--- config.mk ---
export PLATFORM = sky130hd
export DESIGN_NAME = exhaustive_vector_driver_flat
export DESIGN_NICKNAME = d
export VERILOG_FILES = /design/src/rtl/exhaustive_vector_driver_pkg.sv /design/src/rtl/exhaustive_vector_driver_if.sv /design/src/rtl/exhaustive_vector_driver_misr_accum.sv /design/src/rtl/exhaustive_vector_driver.sv /design/src/flat_wrapper.sv
export SDC_FILE = /design/constraint.sdc
export NUM_CORES = 1
export LEC_CHECK = 0
export CAP_MARGIN = 20
export CORE_MARGIN = 4
export CORE_UTILIZATION = 65
export DETAILED_ROUTE_END_ITERATION = 16
export DONT_BUFFER_PORTS = 1
export PLACE_DENSITY = 0.9
export RECOVER_POWER = 25
export SYNTH_ARGS = -nofsm -noshare
export SYNTH_HDL_FRONTEND = slang
export SYNTH_SLANG_ARGS = --single-unit
--- constraint.sdc ---
create_clock -name clk -period 4.47 [get_ports clk]
set_input_delay 0.894 -clock clk [delete_from_list [all_inputs] [get_ports clk]]
set_output_delay 0.894 -clock clk [all_outputs]
set_load 0.01 [all_outputs]
--- src/rtl/exhaustive_vector_driver_pkg.sv ---
// Shared definitions for the exhaustive vector driver: run states, default sizing
// and a MISR step function that checkers can use to recompute signatures.
package exhaustive_vector_driver_pkg;

  localparam int          N_IN_DEF     = 14;
  localparam int          SIG_W_DEF    = 16;
  localparam logic [15:0] SIG_POLY_DEF = 16'h1021;
  localparam logic [15:0] SIG_SEED_DEF = 16'h0000;

  typedef enum logic [1:0] {
    ST_IDLE  = 2'd0,
    ST_RUN   = 2'd1,
    ST_DRAIN = 2'd2,
    ST_DONE  = 2'd3
  } state_e;

  // One MISR update for the default signature width.
  function automatic logic [SIG_W_DEF-1:0] misr_step(
    input logic [SIG_W_DEF-1:0] sig,
    input logic                 din,
    input logic [SIG_W_DEF-1:0] poly
  );
    logic fb;
    fb = sig[SIG_W_DEF-1] ^ din;
    return {sig[SIG_W_DEF-2:0], 1'b0} ^ (fb ? poly : '0);
  endfunction

endpackage

--- src/rtl/exhaustive_vector_driver_if.sv ---
// Vector (valid/ready) and response (valid only) links between the driver and the
// wrapper around the function under test.
interface exhaustive_vector_driver_if #(
  parameter int N_IN = 14
);
  logic            vec_valid;
  logic            vec_ready;
  logic [N_IN-1:0] vec;
  logic            resp_valid;
  logic            resp;

  modport master (
    output vec_valid,
    output vec,
    input  vec_ready,
    input  resp_valid,
    input  resp
  );

  modport slave (
    input  vec_valid,
    input  vec,
    output vec_ready,
    output resp_valid,
    output resp
  );
endinterface

--- src/rtl/exhaustive_vector_driver_misr_accum.sv ---
// Serial-input MISR: shifts one response bit per enabled cycle into the signature.
module misr_accum #(
  parameter int               SIG_W    = 16,
  parameter logic [SIG_W-1:0] SIG_POLY = 16'h1021,
  parameter logic [SIG_W-1:0] SIG_SEED = '0
) (
  input  logic             clk,
  input  logic             rst_n,
  input  logic             clear_i,
  input  logic             en_i,
  input  logic             din_i,
  output logic [SIG_W-1:0] sig_o
);

  logic [SIG_W-1:0] sig_q;
  logic [SIG_W-1:0] sig_d;
  logic             fb;

  always_comb begin
    sig_d = sig_q;
    fb    = sig_q[SIG_W-1] ^ din_i;
    if (clear_i) begin
      sig_d = SIG_SEED;
    end else if (en_i) begin
      sig_d = {sig_q[SIG_W-2:0], 1'b0} ^ (fb ? SIG_POLY : '0);
    end
  end

  always_ff @(posedge clk or negedge rst_n) begin
    if (!rst_n) begin
      sig_q <= SIG_SEED;
    end else begin
      sig_q <= sig_d;
    end
  end

  assign sig_o = sig_q;

endmodule

--- src/rtl/exhaustive_vector_driver.sv ---
// Enumerates every N_IN-bit vector over a valid/ready link, folds the in-order
// responses into a MISR and onset count, and compares against an expected signature.
//
// state | meaning
// IDLE  | waiting for start
// RUN   | issuing vectors, collecting responses
// DRAIN | all vectors issued, collecting outstanding responses
// DONE  | result valid; start re-runs
module exhaustive_vector_driver
  import exhaustive_vector_driver_pkg::*;
#(
  parameter int               N_IN     = N_IN_DEF,
  parameter int               SIG_W    = SIG_W_DEF,
  parameter logic [SIG_W-1:0] SIG_POLY = SIG_POLY_DEF[SIG_W-1:0],
  parameter logic [SIG_W-1:0] SIG_SEED = SIG_SEED_DEF[SIG_W-1:0]
) (
  input  logic                        clk,
  input  logic                        rst_n,
  input  logic                        start_i,
  input  logic                        abort_i,
  input  logic [SIG_W-1:0]            exp_sig_i,
  exhaustive_vector_driver_if.master  vif,
  output logic                        busy_o,
  output logic                        done_o,
  output logic                        pass_o,
  output logic [SIG_W-1:0]            signature_o,
  output logic [N_IN:0]               onset_cnt_o
);

  localparam logic [N_IN:0] TOTAL = {1'b1, {N_IN{1'b0}}};

  state_e           state_q, state_d;
  logic [N_IN-1:0]  vec_q, vec_d;
  logic [N_IN:0]    iss_cnt_q, iss_cnt_d;
  logic [N_IN:0]    recv_cnt_q, recv_cnt_d;
  logic [N_IN:0]    onset_cnt_q, onset_cnt_d;
  logic [SIG_W-1:0] exp_sig_q, exp_sig_d;
  logic             aborted_q, aborted_d;

  logic             vec_valid;
  logic             resp_take;
  logic             misr_clear;
  logic [SIG_W-1:0] signature;

  always_comb begin
    state_d     = state_q;
    vec_d       = vec_q;
    iss_cnt_d   = iss_cnt_q;
    recv_cnt_d  = recv_cnt_q;
    onset_cnt_d = onset_cnt_q;
    exp_sig_d   = exp_sig_q;
    aborted_d   = aborted_q;
    vec_valid   = 1'b0;
    resp_take   = 1'b0;
    misr_clear  = 1'b0;

    unique case (state_q)
      ST_IDLE, ST_DONE: begin
        // abort takes priority over a coincident start
        if (start_i && !abort_i) begin
          state_d     = ST_RUN;
          vec_d       = '0;
          iss_cnt_d   = '0;
          recv_cnt_d  = '0;
          onset_cnt_d = '0;
          exp_sig_d   = exp_sig_i;
          aborted_d   = 1'b0;
          misr_clear  = 1'b1;
        end
      end
      ST_RUN: begin
        vec_valid = 1'b1;
        if (abort_i) begin
          state_d   = ST_DONE;
          aborted_d = 1'b1;
        end else begin
          resp_take = vif.resp_valid;
          if (vif.vec_ready) begin
            vec_d     = vec_q + 1'b1;
            iss_cnt_d = iss_cnt_q + 1'b1;
            if (iss_cnt_q == TOTAL - 1'b1) begin
              state_d = ST_DRAIN;
            end
          end
        end
      end
      ST_DRAIN: begin
        if (abort_i) begin
          state_d   = ST_DONE;
          aborted_d = 1'b1;
        end else begin
          resp_take = vif.resp_valid;
          if (recv_cnt_q == TOTAL) begin
            state_d = ST_DONE;
          end
        end
      end
      default: state_d = ST_IDLE;
    endcase

    if (resp_take) begin
      recv_cnt_d  = recv_cnt_q + 1'b1;
      onset_cnt_d = onset_cnt_q + {{N_IN{1'b0}}, vif.resp};
    end
  end

  always_ff @(posedge clk or negedge rst_n) begin
    if (!rst_n) begin
      state_q     <= ST_IDLE;
      vec_q       <= '0;
      iss_cnt_q   <= '0;
      recv_cnt_q  <= '0;
      onset_cnt_q <= '0;
      exp_sig_q   <= '0;
      aborted_q   <= 1'b0;
    end else begin
      state_q     <= state_d;
      vec_q       <= vec_d;
      iss_cnt_q   <= iss_cnt_d;
      recv_cnt_q  <= recv_cnt_d;
      onset_cnt_q <= onset_cnt_d;
      exp_sig_q   <= exp_sig_d;
      aborted_q   <= aborted_d;
    end
  end

  misr_accum #(
    .SIG_W   (SIG_W),
    .SIG_POLY(SIG_POLY),
    .SIG_SEED(SIG_SEED)
  ) u_misr (
    .clk    (clk),
    .rst_n  (rst_n),
    .clear_i(misr_clear),
    .en_i   (resp_take),
    .din_i  (vif.resp),
    .sig_o  (signature)
  );

  assign vif.vec_valid = vec_valid;
  assign vif.vec       = vec_q;

  assign busy_o      = (state_q == ST_RUN) || (state_q == ST_DRAIN);
  assign done_o      = (state_q == ST_DONE);
  assign pass_o      = (state_q == ST_DONE) && !aborted_q && (signature == exp_sig_q);
  assign signature_o = signature;
  assign onset_cnt_o = onset_cnt_q;

endmodule

--- src/flat_wrapper.sv ---
// flat-port wrapper written by rule: the top's interface ports become plain ports
module exhaustive_vector_driver_flat import exhaustive_vector_driver_pkg::*;
#(
  parameter int               N_IN     = N_IN_DEF,
  parameter int               SIG_W    = SIG_W_DEF,
  parameter logic [SIG_W-1:0] SIG_POLY = SIG_POLY_DEF[SIG_W-1:0],
  parameter logic [SIG_W-1:0] SIG_SEED = SIG_SEED_DEF[SIG_W-1:0]
)
  (clk, rst_n, start_i, abort_i, exp_sig_i, busy_o, done_o, pass_o, signature_o, onset_cnt_o, vif_vec_valid, vif_vec, vif_vec_ready, vif_resp_valid, vif_resp);
  exhaustive_vector_driver_if #(.N_IN(N_IN)) vif_i ();
  input  logic clk;
  input  logic rst_n;
  input  logic start_i;
  input  logic abort_i;
  input  logic [SIG_W-1:0] exp_sig_i;
  output logic busy_o;
  output logic done_o;
  output logic pass_o;
  output logic [SIG_W-1:0] signature_o;
  output logic [N_IN:0] onset_cnt_o;
  output wire logic [$bits(vif_i.vec_valid)-1:0] vif_vec_valid;
  output wire logic [$bits(vif_i.vec)-1:0] vif_vec;
  input wire logic [$bits(vif_i.vec_ready)-1:0] vif_vec_ready;
  input wire logic [$bits(vif_i.resp_valid)-1:0] vif_resp_valid;
  input wire logic [$bits(vif_i.resp)-1:0] vif_resp;
  assign vif_vec_valid = vif_i.vec_valid;
  assign vif_vec = vif_i.vec;
  assign vif_i.vec_ready = vif_vec_ready;
  assign vif_i.resp_valid = vif_resp_valid;
  assign vif_i.resp = vif_resp;
  exhaustive_vector_driver #(.N_IN(N_IN), .SIG_W(SIG_W), .SIG_POLY(SIG_POLY), .SIG_SEED(SIG_SEED)) u_core (.clk(clk), .rst_n(rst_n), .start_i(start_i), .abort_i(abort_i), .exp_sig_i(exp_sig_i), .vif(vif_i), .busy_o(busy_o), .done_o(done_o), .pass_o(pass_o), .signature_o(signature_o), .onset_cnt_o(onset_cnt_o));
endmodule
# --- After elaboration in Yosys (flattened, before gate mapping) ---
# Cells that the tools add are included.
totals:
  regBits: 94
  latch_bits: 0
  mem_bits_rw: 0
  romBits: 0
  in_bits: 23
  wordCells: 74
  mem_count: 0
classes:
  add_sub_neg: 4
  mul: 0
  div: 0
  magnitude_cmp: 0
  n_eq_ne: 13
  shift: 0
  mux: 29
  bitwise_logic: 2
  reduce_logical: 18
ops:
  columns: ["op", "n"]
  rows:
  - ["two-way mux 15 bit", 6]
  - ["two-way mux 14 bit", 3]
  - ["two-way mux 16 bit", 2]
  - ["adder 15 x 1 -> 15 bit (second input constant)", 2]
  - ["one-hot mux 15 bit (2 select lines)", 1]
  - ["one-hot mux 14 bit (2 select lines)", 1]
  - ["== test 16 bit", 1]
  - ["bitwise XOR 16 x 13 -> 16 bit", 1]
  - ["adder 15 x 1 -> 15 bit", 1]
  - ["== test 15 x 14 -> 1 bit (second input constant)", 1]
  - ["== test 15 bit (second input constant)", 1]
  - ["adder 14 x 1 -> 14 bit (second input constant)", 1]
  - ["two-way mux 13 bit", 1]
  - ["two-way mux 2 bit", 6]
  - ["AND reduction 4 bit", 2]
  - ["nonzero test 2 bit", 4]
  - ["two-way mux 1 bit", 7]
  - ["inequality test 3 x 2 -> 1 bit (second input constant)", 2]
  - ["one-hot mux 2 bit (3 select lines)", 1]
  - ["AND reduction 2 bit", 3]
  - ["== test 2 bit (second input constant)", 2]
  - ["inequality test 2 x 1 -> 1 bit (second input constant)", 2]
  - ["inequality test 2 bit (second input constant)", 2]
  - ["OR reduction 2 bit", 2]
  - ["8 further kinds", 11]

# --- Logic depth before layout (Yosys ltp) ---
# Gate-level depths: netlist (run 1).
logic_depth:
  depth_word: 5
  mapped_depth: 10
  mapped_depth_nobuf: 7

# --- Hierarchy ---
# Synthesis (run 1) repeated with hierarchy kept, for this count alone.
hier_totals:
  cells_unflattened: 472
  area_unflattened_um2: 4901.0
modules_own_cells:
  columns: ["mod", "n_inst", "cells_each", "area_each_um2"]
  rows:
  - ["exhaustive_vector_driver", 1, 414, 4212.8]
  - ["misr_accum", 1, 58, 688.2]

# --- Worst setup path before layout (run 1) ---
# OpenSTA, ideal clock, no wires.
synth_timing:
  kind: "register -> output"
  startpoint: "register u_core.u_misr.sig_q[6] (netlist: u_core.u_misr.sig_o[6])"
  endpoint: "output pass_o"
  arrival_ps: 1399
  path_slack_ps: 2177
  path_stages_with_launch: 6
  cell_sequence: "dfrtp_1 -> xnor2_1 -> nand4_1 -> nor4b_1 -> nand3_1 -> nor4_1"
synth_via:
  elab_chain_cells: 2
synth_lines:
  columns: ["item", "line_no", "source"]
  rows:
  - ["start: declaration", "exhaustive_vector_driver_misr_accum.sv:15", "logic [SIG_W-1:0] sig_q;"]
  - ["start signal: assignment", "exhaustive_vector_driver_misr_accum.sv:33", "sig_q <= sig_d;"]
  - ["== test 16 bit", "exhaustive_vector_driver.sv:145", "assign pass_o = (state_q == ST_DONE) && !aborted_q && (signature == exp_sig_q);"]
  - ["logical AND 1 bit", "exhaustive_vector_driver.sv:145", null]
  - ["end: declaration", "flat_wrapper.sv:18", "output logic pass_o;"]
# No other way between the ends.

# --- Worst setup path in the final report (run 1) ---
# Ends and elaborated chain as after synthesis.

==> metrics, run 1 <==
outcome finished, final reports clean; TritonCTS clock tree done; Ports 72; drt drc 0; wire per inst 17.9 um; Pwr Density 539 nW/um2; WL final 9.67 mm; multiplexer share of the synthesized area 9.00%; First DRT Iteration DRCs between 200 and 250; Syn-to-layout area delta 5.35%; Synth warnings 0; Root Driver clkbuf_8; Buffers on Ports 0; critical path's largest stage delay between 400 and 500 ps; dominant synthesized flop cell dfrtp_1; Nets between 400 and 500; worst skew pair latency 350 ps; Synth async-reset ratio 100%; worst slew margin relative to its limit 39.1%; total power 2690 uW; Post-Syn Area per Cell 10.6 um2; post-cts sizing count 0; critical path's top delay family simple AND/OR/NAND/NOR gates; EDFF count, synth 0; critical path cell sequence xnor2_1 > nand4_1 > nor4b_1 > nand3_1 > nor4_1; grt total ovfl 0; CTS buffer count 9; vias 3383; Vias/cell 6.26; number of global-route vias before repair 3529; Max Slew Vio Count 0; DRT Pass-1 Iters 4; reg2reg end u_core.vif.vec[7]; Die X approximately 93 um; Peak VDD IR 0.000393 V; Worst path slowest cell dfrtp_1; largest family of logic cells by synthesized area simple AND/OR/NAND/NOR gates; worst reg2reg setup slack 1970 ps; initial antenna violation count 0; Seq/Total Area, Yosys roughly half; Netlist cell types 53; DIE HEIGHT slightly above 90 um; Initial Util 68.1%; Worst Path Max Fanout 4; Worst Path Arrival 2030 ps; die area 8700 um2; critical path capture point type primary output; global-route usage over all layers approximately a quarter; post-synthesis xor/xnor area fraction under 10%; critical path class register to primary output; Post CTS Setup Buffer Count 0; first-pass GRT wire length about 17 mm; R2R depth 6; Yosys reg bits 94; share of cells above drive strength 1 11.9%; max capacitance violation total 0; CTS HTree Levels 3; Final Setup Violations 0; RSZ-0062 raised after global routing no; Clock Skew 11.4 ps; Hold WC Path Type input pin to async pin; area of the core 6940 um2; fin crit share between 60 and 70%; ANT cells 0; clk sinks 94; Required @ worst endpoint 3580 ps; Post-Synth Adder-Cell Area 2.38%; largest net degree at the start of global routing 95; setup TNS 0 ps; syn_nets 477; Leakage 0.00223 uW; Worst Tran Pin Value 914 ps; RR Startpoint u_core.state_q[1]; remaining antenna violation count 0; clk buf depth 2; fin crit period just under 3000 ps; WP depth 5; cell row count 30; CP Launch Type register; cell area after synthesis ~4700 um2; synthesized instance count approximately 450; Simple-Gate Fraction of Synth Area 20.1%; Post-CTS Hold Buffers 0; Fin. Hold Viols 0; crit path buf inv count 0; DPL Wire Length 6.68 mm; Compound-Gate Fraction of Synth Area approximately 11%; Final Wtd Congestion 0.803; clock transition at the registers of the reported paths 100 ps; fmax 0.342 GHz
-- metal layers --
layer	wire length [um]	GRT usage, %
met4	215	11.0
met5	0	0
met1	4010	29.9
met2	4800	39.4
met3	643	5.79
-- registers in the layout, summed over array words and instances (netlist names) --
name                 cells
u_core.u_misr.sig_o     16
u_core.iss_cnt_q        15
u_core.onset_cnt_o      15
u_core.exp_sig_q        16
u_core.aborted_q         1
u_core.recv_cnt_q       15
u_core.state_q           2
u_core.vif.vec          14
-- layout by cell type (no fill, tap or decap), types with 3 or more instances in the layout --
cell,netlist,routed
mux2_2,16,16
mux2i_1,23,23
xor2_1,13,13
inv_1,11,11
nor4_2,3,3
clkbuf_8,0,9
a22o_1,23,23
nor4b_1,3,3
nand4_1,12,12
nor4_1,6,6
nor3_1,8,8
nand3_1,24,24
and2_1,3,3
xnor2_1,14,14
nand2_1,52,52
o21ai_0,31,31
ha_1,9,9
a21oi_1,9,9
nor3_2,3,3
and3_1,11,11
dfrtp_1,94,94
nor2_2,3,3
nor2_1,23,23
-- metrics by stage --
stage | hold WS (ps) | worst slack [ps] | cell area, um2 | utilization (%) | instances
4_1_cts | 214 | 1520 | 4980 | 71.7 | 540
3_3_place_gp | 467 | 2020 | 4760 | 68.5 | 524
5_1_grt | 195 | 1450 | 4980 | 71.7 | 540
6_report | 224 | 1540 | 4980 | 71.7 | 540
3_5_place_dp | 501 | 1920 | 4760 | 68.5 | 524
2_1_floorplan | 437 | 2180 | 4730 | - | 445
-- layout make-up --
| class | count | area, um2 |
|---|---|---|
| sequential | 94 | 2350 |
| multi-input combinational | 321 | 2230 |
| fill | 490 | 1960 |
| clock buffer | 10 | 128 |
| tap | 96 | 120 |
| clock inverter | 6 | 93.8 |
| inverter | 11 | 41.3 |
| timing repair buffer | 2 | 15.0 |
-- worst max-delay path by stage --
stage	startpoint	slack [ps]	to
global route	u_core.u_misr.sig_o[11]	1450	pass_o
CTS	u_core.u_misr.sig_o[6]	1520	pass_o
detailed placement	u_core.u_misr.sig_o[6]	1920	pass_o
finish	u_core.u_misr.sig_o[6]	1540	pass_o
floorplan	u_core.u_misr.sig_o[6]	2180	pass_o
global placement	u_core.u_misr.sig_o[9]	2020	pass_o
-- report_power, final --
part / internal [uW] / switching, uW / total [uW]
Sequential: 1030 / 237 / 1270
Clock: 321 / 305 / 625
Combinational: 336 / 455 / 792
-- Yosys cell counts, types with 2 or more instances --
cell type	instances	area share, %
or3b_4	2	0.48
nand3b_1	2	0.32
dfrtp_1	94	50
nor3_1	8	0.85
inv_1	11	0.87
nor2_2	3	0.40
a22o_1	23	4.3
nand2b_1	2	0.26
mux2i_1	23	4.9
xor2_1	13	2.4
nor2_1	23	1.8
mux2_2	16	3.8
nor4_2	3	0.79
ha_1	9	2.4
o21ai_1	2	0.21
o31ai_1	2	0.32
nor3_2	3	0.64
buf_4	2	0.32
a21oi_1	9	0.95
nand3_1	24	2.5
buf_2	8	0.85
and4_1	2	0.37
xnor2_1	14	2.6
nor4b_1	3	0.56
o21ai_0	31	3.3
nand2_1	52	4.1
and3_1	11	1.5
nor4_1	6	0.79
and2_1	3	0.40
buf_6	2	0.48
clkbuf_1	6	0.48
nand4_1	12	1.6
-- cells by family (layout without fill, tap and decap cells) --
family	Yosys count	in the layout
AO/OA/AOI/OAI	76	76
flip-flops	94	94
AND/OR/NAND/NOR	169	169
XOR/XNOR	27	27
buffers and inverters	30	29
adder cells (fa/ha/maj)	9	9
multiplexers	40	40
No activity file was read; power rests on OpenSTA's default activity.
==> run 2, diff against run 1 <==
- CORE_UTILIZATION: 65 -> 63
- PLACE_DENSITY: 0.9 -> 0.88
- clock period: 4.47 -> 3 ns (I/O delays scaled with it)
==> run 2 against run 1 <==
Effect of this change:
- the run now ends with capacitance limit, slew limit left
- clock power up 28%
- die area up 2.9%
- worst hold slack better by 160 ps
- sequential power up 48%
- core utilization down 3.7 points
- register-to-register slack worse by 1300 ps
- critical path depth unchanged
- flip-flop and latch count unchanged
- first-iteration DRC count up 7.6%
- cell area down 0.43%
- combinational power up 54%
- largest cell class unchanged
- largest power group unchanged
==> metrics, run 2 (same netlist as run 1, synthesis figures left out) <==
Post CTS Setup Buffer Count 0; drt drc 0; Ports 72; Final Setup Violations 0; Peak VDD IR between 0.0005 and 0.0006 V; fin crit period ~2700 ps; DIE HEIGHT 94.6 um; Clock Skew 11.6 ps; worst skew pair latency ~350 ps; Pwr Density 786 nW/um2; cell row count 31; fmax 0.373 GHz; GR Layer Usage met2 36.2%; Final Non-Filler Cells 543; critical path capture point type primary output; critical path's top delay family simple AND/OR/NAND/NOR gates; largest net degree at the start of global routing 95; Leakage 0.00223 uW; TritonCTS clock tree done; Required @ worst endpoint 2400 ps; Worst Path Arrival 2080 ps; DPL Wire Length 6.73 mm; Worst Path Max Fanout 4; Post-CTS Hold Buffers 1; ANT cells 0; grt peak-use layer met2; max capacitance violation total 1; commonest cells after routing, fill and taps aside 94 x dfrtp_1, 52 x nand2_1, 31 x o21ai_0, 24 x nand3_1; grt met1 use 29.5%; fin crit share about nine tenths; critical path cell sequence xnor2_1 > nand4_1 > nor4b_1 > nand3_1 > nor4_1; worst slew margin relative to its limit -52.3%; clk buf depth 2; initial antenna violation count 0; Die X 94.6 um; Cell Count Post-Placement 529; grt total ovfl 0; Max Slew Vio Count 95; outcome finished with violations; Hold WC Path Type input pin to register; First DRT Iteration DRCs 226; WL final 9.55 mm; number of global-route vias before repair roughly 3300; Vias/cell ~6.3; clk sinks 94; post-cts sizing count 0; CTS HTree Levels 3; crit path buf inv count 0; most common cell after layout, fill and taps aside dfrtp_1; remaining antenna violation count 0; vias 3397; total power 3900 uW; Initial Util roughly 65%; RSZ-0062 raised after global routing no; Buffers on Ports 0; setup TNS 0 ps; met3 Use GR 7.73%; global-route usage over all layers 22.7%; CP Launch Type register; Nets 474; Final Wtd Congestion between 0.7 and 0.8; critical path's largest stage delay approximately 490 ps; wire per inst 17.6 um; Root Driver clkbuf_8; worst reg2reg setup slack 630 ps; clock transition at the registers of the reported paths 80 ps; Fin. Hold Viols 0; area of the core 7290 um2; DRT Pass-1 Iters 5; Worst Tran Pin Value 2280 ps; first-pass GRT wire length 16.0 mm; share of cells above drive strength 1 a little under an eighth; failing checks capacitance limit, slew limit; die area just under 9000 um2; critical path class register to primary output; Fillers around 560; CTS buffer count 9; Worst path slowest cell dfrtp_1; Syn-to-layout area delta 4.90%
[run 2: final cells by class]
class / instances / area, um2 / share of cell area (%)
sequential: 94 / 2350 / 47.4
multi-input combinational: 321 / 2230 / 45.0
clock buffer: 11 / 141 / 2.85
tap: 99 / 124 / 2.50
inverter: 11 / 41.3 / 0.832
clock inverter: 2 / 35.0 / 0.706
timing repair buffer: 5 / 35.0 / 0.706
[run 2: final timing paths]
| path | from | end | cells past startpoint |
|---|---|---|---|
| min | abort_i | u_core.aborted_q | 1 |
| max | u_core.u_misr.sig_o[11] | pass_o | 5 |
| min reg2reg | u_core.recv_cnt_q[14] | u_core.recv_cnt_q[14] | 1 |
| max in group asynchronous | rst_n | u_core.iss_cnt_q[10] | 1 |
| min in group asynchronous | rst_n | u_core.vif.vec[1] | 1 |
| max reg2reg | u_core.state_q[0] | u_core.onset_cnt_o[6] | 6 |
[run 2: per-stage QoR]
stage / util [%] / hold slack [ps] / cell area, um2 / setup slack, ps
finish: 68.0 / 388 / 4960 / 316
global placement: 65.5 / 307 / 4780 / 717
detailed placement: 65.5 / 308 / 4780 / 613
CTS: 68.3 / 178 / 4980 / 298
global route: 68.0 / 374 / 4960 / 94.0
floorplan: - / 304 / 4730 / 972
[run 2: per-layer routing]
metal / vias to the layer above / wire (um)
met1: 1676 / 4050
met3: 16 / 693
met2: 114 / 4630
li1: 1591 / -
met5: - / 0
met4: 0 / 170
[run 2: report_power, final]
part	leakage (uW)	switching [uW]	internal, uW
combinational	0.000883	706	515
clock	0.0000911	404	394
sequential	0.00126	344	1540
[run 2: worst reg2reg max path, cell delays in order (launching register included)]
cell     delay (ps)
dfrtp_1         400
inv_1            70
ha_1            490
or3b_4          290
and2_1          740
o21ai_0         190
o21ai_0         120
==> run 3, diff against run 2 <==
- SLEW_MARGIN: unset -> 5
==> results of run 3 <==
The final DEF is identical to that of run 2; final timing and power are the same.
